### src/rtl/io_bus_arbiter.sv
`default_nettype none
// ============================================================================
// Module      : io_bus_arbiter
// Description : Two-master round-robin arbiter in front of the single-client
//               IO controller port (ADDR[31]=1 space). One outstanding
//               transaction at a time, with a per-transaction timeout.
// Revision    : 1.0 - initial release
// ============================================================================
module io_bus_arbiter #(
  parameter int          TIMEOUT  = 255,
  parameter logic [31:0] ERR_DATA = 32'hFFFF_FFFF
) (
  input  logic        CLK,
  input  logic        RST,
  // master 0 (CPU load/store unit)
  input  logic [31:0] M0_ADDR,
  input  logic [31:0] M0_DIN,
  input  logic        M0_WE,
  input  logic        M0_RREQ,
  output logic [31:0] M0_DO,
  output logic        M0_RDY,
  // master 1 (debug/DMA)
  input  logic [31:0] M1_ADDR,
  input  logic [31:0] M1_DIN,
  input  logic        M1_WE,
  input  logic        M1_RREQ,
  output logic [31:0] M1_DO,
  output logic        M1_RDY,
  // slave (IO controller)
  output logic [31:0] S_ADDR,
  output logic [31:0] S_DIN,
  output logic        S_WE,
  output logic        S_RREQ,
  input  logic [31:0] S_DO,
  input  logic        S_RDY,
  // status
  output logic [1:0]  GRANT,
  output logic        TIMEOUT_ERR
);

  localparam int CW = $clog2(TIMEOUT + 1);

  localparam logic [1:0] ST_IDLE  = 2'd0;
  localparam logic [1:0] ST_ISSUE = 2'd1;
  localparam logic [1:0] ST_WAIT  = 2'd2;
  localparam logic [1:0] ST_RESP  = 2'd3;

  logic [1:0]    state_q, state_d;
  logic [1:0]    grant_q, grant_d;
  logic          last_q, last_d;       // 1 = master 1 was served last
  logic [31:0]   cmd_addr_q, cmd_addr_d;
  logic [31:0]   cmd_din_q, cmd_din_d;
  logic          cmd_we_q, cmd_we_d;
  logic          cmd_rd_q, cmd_rd_d;
  logic [31:0]   s_addr_q, s_addr_d;
  logic [31:0]   s_din_q, s_din_d;
  logic [CW-1:0] cnt_q, cnt_d;
  logic [31:0]   m0_do_q, m0_do_d;
  logic [31:0]   m1_do_q, m1_do_d;
  logic          tmo_err_q, tmo_err_d;

  logic          m0_req, m1_req, pick_m1;
  logic [CW-1:0] cnt_inc;
  logic [31:0]   resp_data;

  // Request decode, owner selection and next-state computation.
  always_comb begin
    m0_req     = M0_ADDR[31] & (M0_WE | M0_RREQ);
    m1_req     = M1_ADDR[31] & (M1_WE | M1_RREQ);
    // M1 wins when alone, or on a tie when M0 was served last.
    pick_m1    = m1_req & (~m0_req | ~last_q);
    cnt_inc    = (cnt_q == CW'(TIMEOUT)) ? cnt_q : cnt_q + CW'(1);
    resp_data  = S_DO;

    state_d    = state_q;
    grant_d    = grant_q;
    last_d     = last_q;
    cmd_addr_d = cmd_addr_q;
    cmd_din_d  = cmd_din_q;
    cmd_we_d   = cmd_we_q;
    cmd_rd_d   = cmd_rd_q;
    s_addr_d   = s_addr_q;
    s_din_d    = s_din_q;
    cnt_d      = cnt_q;
    m0_do_d    = m0_do_q;
    m1_do_d    = m1_do_q;
    tmo_err_d  = tmo_err_q;

    case (state_q)
      ST_IDLE: begin
        if (m0_req | m1_req) begin
          grant_d    = pick_m1 ? 2'b10 : 2'b01;
          cmd_addr_d = pick_m1 ? M1_ADDR : M0_ADDR;
          cmd_din_d  = pick_m1 ? M1_DIN  : M0_DIN;
          // A write wins when both WE and RREQ are raised.
          cmd_we_d   = pick_m1 ? M1_WE : M0_WE;
          cmd_rd_d   = ~cmd_we_d;
          state_d    = ST_ISSUE;
        end
      end
      ST_ISSUE: begin
        s_addr_d = cmd_addr_q;
        s_din_d  = cmd_din_q;
        cnt_d    = '0;
        state_d  = ST_WAIT;
      end
      ST_WAIT: begin
        if (S_RDY || (cnt_inc == CW'(TIMEOUT))) begin
          if (!S_RDY) begin
            resp_data = ERR_DATA;
            tmo_err_d = 1'b1;
          end
          // Read data lands in the owner's register so it is valid with RDY.
          if (cmd_rd_q) begin
            if (grant_q[0]) m0_do_d = resp_data;
            if (grant_q[1]) m1_do_d = resp_data;
          end
          state_d = ST_RESP;
        end else begin
          cnt_d = cnt_inc;
        end
      end
      ST_RESP: begin
        last_d  = grant_q[1];
        grant_d = 2'b00;
        state_d = ST_IDLE;
      end
      default: state_d = ST_IDLE;
    endcase
  end

  // State and datapath registers with synchronous reset.
  always_ff @(posedge CLK) begin
    if (RST) begin
      state_q    <= ST_IDLE;
      grant_q    <= 2'b00;
      last_q     <= 1'b1;
      cmd_addr_q <= '0;
      cmd_din_q  <= '0;
      cmd_we_q   <= 1'b0;
      cmd_rd_q   <= 1'b0;
      s_addr_q   <= '0;
      s_din_q    <= '0;
      cnt_q      <= '0;
      m0_do_q    <= '0;
      m1_do_q    <= '0;
      tmo_err_q  <= 1'b0;
    end else begin
      state_q    <= state_d;
      grant_q    <= grant_d;
      last_q     <= last_d;
      cmd_addr_q <= cmd_addr_d;
      cmd_din_q  <= cmd_din_d;
      cmd_we_q   <= cmd_we_d;
      cmd_rd_q   <= cmd_rd_d;
      s_addr_q   <= s_addr_d;
      s_din_q    <= s_din_d;
      cnt_q      <= cnt_d;
      m0_do_q    <= m0_do_d;
      m1_do_q    <= m1_do_d;
      tmo_err_q  <= tmo_err_d;
    end
  end

  // Slave strobes drop combinationally on S_RDY so the slave never re-triggers.
  always_comb begin
    S_WE   = cmd_we_q & (state_q == ST_WAIT) & ~S_RDY;
    S_RREQ = cmd_rd_q & (state_q == ST_WAIT) & ~S_RDY;
  end

  assign S_ADDR      = s_addr_q;
  assign S_DIN       = s_din_q;
  assign GRANT       = grant_q;
  assign TIMEOUT_ERR = tmo_err_q;
  assign M0_DO       = m0_do_q;
  assign M1_DO       = m1_do_q;
  assign M0_RDY      = (state_q == ST_RESP) & grant_q[0];
  assign M1_RDY      = (state_q == ST_RESP) & grant_q[1];

endmodule
`default_nettype wire
### config.mk
export PLATFORM = sky130hd
export DESIGN_NAME = io_bus_arbiter
export DESIGN_NICKNAME = d
export VERILOG_FILES = /design/src/rtl/io_bus_arbiter.sv
export SDC_FILE = /design/constraint.sdc
export NUM_CORES = 1
export LEC_CHECK = 0
export ABC_AREA = 1
export CAP_MARGIN = 0
export CELL_PAD_IN_SITES_DETAIL_PLACEMENT = 0
export CELL_PAD_IN_SITES_GLOBAL_PLACEMENT = 1
export CORE_MARGIN = 8
export CORE_UTILIZATION = 32
export CTS_CLUSTER_SIZE = 30
export DETAILED_ROUTE_END_ITERATION = 12
export PLACE_DENSITY_LB_ADDON = 0.1
export REMOVE_ABC_BUFFERS = 1
export SLEW_MARGIN = 10
export SYNTH_ARGS = -nofsm -noshare
export SYNTH_HDL_FRONTEND = slang
export SYNTH_SLANG_ARGS = --single-unit
### constraint.sdc
create_clock -name CLK -period 2.47 [get_ports CLK]
set_clock_uncertainty 0.05 [all_clocks]
set_input_delay 0.247 -clock CLK [delete_from_list [all_inputs] [get_ports CLK]]
set_output_delay 0.247 -clock CLK [all_outputs]
set_load 0.03 [all_outputs]
==> results by stage <==
Detailed routing:
- The final route contains 8432 vias.
- The first detailed-routing pass took 5 iterations.
- The average wire length per cell after detail routing is 17.0 um.
- Using the TritonRoute via totals, the vias-per-cell ratio works out to 4.69.
- The number of design-rule violations left by the first detailed-router iteration is 440.
- The post-route DRC violation count is 0.
- The final layout contains routed wiring with a total length of 30500 um.
- In this run the remaining antenna-violating nets after routing total 0.

Synthesis:
- Averaged over all synthesized cells, the footprint is 7.36 um^2.
- The post-synthesis cell count is 1178.
- The most instantiated library cell after synthesis is sky130_fd_sc_hd__nand2_1.
- The fraction of synthesis flops using an asynchronous set or reset pin is 0%.
- The distinct cell type count after synthesis is 23.
- Sorting the synthesized cells by area gives the leading types as sky130_fd_sc_hd__dfxtp_1 (48%), sky130_fd_sc_hd__nand2_1 (12%), sky130_fd_sc_hd__nor2_1 (6.2%), sky130_fd_sc_hd__inv_1 (5.5%), sky130_fd_sc_hd__nand4_1 (4.7%).
- The portion of the post-synthesis area used by sequential elements is 48.1%.
- The top cell type by area accounts for 48.1% of the synthesized area.
- The synthesized design contains 208 register bits.
- During synthesis, Yosys emitted a total of 0 warnings.
- After synthesis, the most frequently instantiated cells are sky130_fd_sc_hd__nand2_1 (282), sky130_fd_sc_hd__dfxtp_1 (208), sky130_fd_sc_hd__nor2_1 (144).
- The mapped cell area is 8660 um^2.
- sky130_fd_sc_hd__dfxtp_1 takes more of the synthesized area than any other cell.
- The synthesized design contains 0 enable-type register cells.
- The most used flip-flop cell after synthesis is sky130_fd_sc_hd__dfxtp_1.

Placed design:
- The number of I/O port buffers is 301.
- Timing analysis after detailed placement gives a worst setup slack of 0.0962 ns.
- The weighted congestion at the end of routability-driven global placement is 0.757.
- After legalization and detailed placement, the total HPWL measured 20600 um.

Critical path:
- Data arrives at the worst endpoint at 2.03 ns.
- For the worst setup path, the data required time is 2.17 ns.
- The type of destination of the critical path is a primary output.
- The biggest fanout along the worst timing path is 7.
- The type of the worst setup path is register to primary output.
- In this run the register-to-register setup slack is 0.27 ns.
- Measured in cells, the most critical reg-to-reg path has a length of 12.
- STA classifies the critical path startpoint as a register.

STA:
- Setup violations remaining at the end of the flow were counted as 0.
- The number of pins exceeding their max-slew limit in the final report was 0.
- Measured against its own limit, the worst slew margin works out to 38.6%.
- The post-route clock period utilization is 94.2%.
- The final number of hold-violating endpoints is 0.
- After layout, the worst setup slack is 0.144 ns.
- Setup repair after global routing left no endpoint under its margin.
- At the pin with the least slew margin, the transition time is 0.921 ns.
- The final critical delay including setup and external delays is 2.33 ns.
- Based on the critical path, the design can be clocked at up to 430 MHz.

Job:
- The reported max-cap violation count is 0.

Floorplanning:
- In this run the core area contains 60 standard-cell rows.
- The horizontal die dimension is 181 um.
- The vertical die dimension is 181 um.
- The region available for standard cell placement spans 26800 um^2.
- The die area is 32600 um^2.
- 302 I/O pins were placed.
- The starting utilization of the core area is 32.3%.

Clock network:
- In this run, CTS created clock tree buffers numbering 23.
- In this run the deepest clock path goes through 3 buffers.
- Clock-pin slew was measured on the worst setup and hold paths at 0.06 ns.
- Counting every sink on the clock net gives 208.
- The clock latency of the later-clocked register in the worst-skew pair is 0.51 ns.
- TritonCTS built the clock tree.
- The clock root buffer is sky130_fd_sc_hd__clkbuf_16.
- In this run the number of H-tree levels came out at 1.

Worst hold path:
- The path class of the lowest-slack min-delay path is primary input to register.
- The cell count of the worst hold path is 3.

Global route:
- The maximum number of pins on one net before global-route repair is 78.
- The via count of the first global-routing pass is 8395.
- The overall overflow remaining after global route is 0.
- The first global-routing pass estimated 48300 um of wire.
- The overall fraction of global-route tracks in use is 18.0%.
- The number of antenna violations at the first check in global routing is 6.

Finish:
- The growth of design area from synthesis to finish is 46.7%.
- In the final layout, the share of cells above drive strength 1 is 7.42%.
- The number of nets in the layout is 1615.
- Cells fill 47.4% of the core in the end.

Status:
- The flow ran to the end, and the final reports show no timing, DRC or antenna violations.

Power and ir drop:
- The power density of the placed cells is 985 nW/um^2.
- IR analysis of the VDD net gives a maximum drop of 0.000437 V.
- The leakage power is 4.91 nW.
==> what timing repair did <==
| action | 4_1_cts | 5_1_grt |
|---|---|---|
| setup endpoints to repair | 2 | 60 |
| cloned | 0 | 1 |
| buffers inserted | 0 | 4 |
| gates resized for setup | 2 | 2 |
| hold buffers | 0 | 0 |
==> through the flow <==
stage	TNS, ns	area [um^2]	hold slack, ns	power (mW)	cells
2_1_floorplan	-48.09	8280	0.266	7.14	1091
5_1_grt	0	12700	0.143	13.4	1798
6_report	0	12700	0.122	12.5	1798
3_3_place_gp	0	12000	0.383	9.41	1753
3_5_place_dp	0	12000	0.385	9.39	1753
4_1_cts	0	12700	0.104	12.7	1792
==> worst max-delay path, stage by stage (launching register included) <==
cell	delay [ns]
sky130_fd_sc_hd__dfxtp_1	0.33
sky130_fd_sc_hd__inv_1	0.12
sky130_fd_sc_hd__ha_1	0.36
sky130_fd_sc_hd__nand2_1	0.14
sky130_fd_sc_hd__nor2_1	0.14
sky130_fd_sc_hd__dlygate4sd2_1	0.43
==> logic make-up (layout without fill, tap and decap cells) <==
| family | count (synthesis) | count (layout) | synth area share [%] |
|---|---|---|---|
| other cells | 0 | 1 | 0 |
| simple gates | 518 | 519 | 25.3 |
| compound gates | 227 | 227 | 15.6 |
| flops | 208 | 208 | 48.1 |
| buf+inv | 218 | 495 | 10.1 |
| fa+ha+maj | 6 | 6 | 0.866 |
| xor+xnor | 1 | 1 | 0.101 |
==> sequential cells by signal (all words and copies together) (netlist names), 2 cells and up <==
signal and flops:
S_ADDR 32, cmd_addr_q 32, S_DIN 32, M0_DO 32
M1_DO 32, cnt_q 8, GRANT 2, state_q 2
cmd_din_q 32
==> worst paths after layout <==
| kind | startpoint | to |
|---|---|---|
| setup / recovery | state_q[0]$_SDFFE_PP0P_ | S_RREQ |
| hold / removal | RST | last_q$_SDFFE_PP1P_ |
| setup reg to reg | cnt_q[0]$_SDFFE_PP0P_ | M1_DO[12]$_SDFFE_PP0P_ |
| hold reg to reg | M0_DO[20]$_SDFFE_PP0P_ | M0_DO[20]$_SDFFE_PP0P_ |
==> layout by cell type (no fill, tap or decap), drive strengths merged <==
cell | synthesis | layout
nand4 | 65 | 65
a21oi | 93 | 93
clkinv | 0 | 5
clkbuf | 60 | 34
inv | 131 | 131
dfxtp | 208 | 208
o21ai | 69 | 69
clkdlybuf4s50 | 0 | 296
nand3 | 23 | 24
o22ai | 1 | 1
nand2 | 285 | 285
dlygate4sd2 | 0 | 2
buf | 27 | 27
a221oi | 9 | 9
nor2 | 145 | 145
diode | 0 | 1
xnor2 | 1 | 1
a31oi | 55 | 55
ha | 6 | 6
==> routing by layer <==
layer | up-vias | share of wire (%) | track usage (%)
met3 | 44 | 9.3 | 7.48
met2 | 239 | 45 | 29.0
met5 | - | 0.19 | 0
met1 | 3780 | 44 | 22.2
met4 | 10 | 1.5 | 3.74
li1 | 4359 | - | -
==> where the power goes <==
group          total (mW)  internal (mW)  switching [mW]
clock                3.26           1.88            1.38
sequential           4.44           4.09           0.350
combinational        4.83           1.74            3.09
total                12.5           7.71            4.81
==> cell type report <==
class	instances	area, um^2
well taps	341	427
clock inverters	5	25.0
clock buffers	34	677
flip-flops and latches	208	4160
diodes	1	2.50
repair buffers	325	3270
inverters	131	494
multi-input cells	753	3660
fillers	2719	14100
Power figures use the tool's default switching activity.
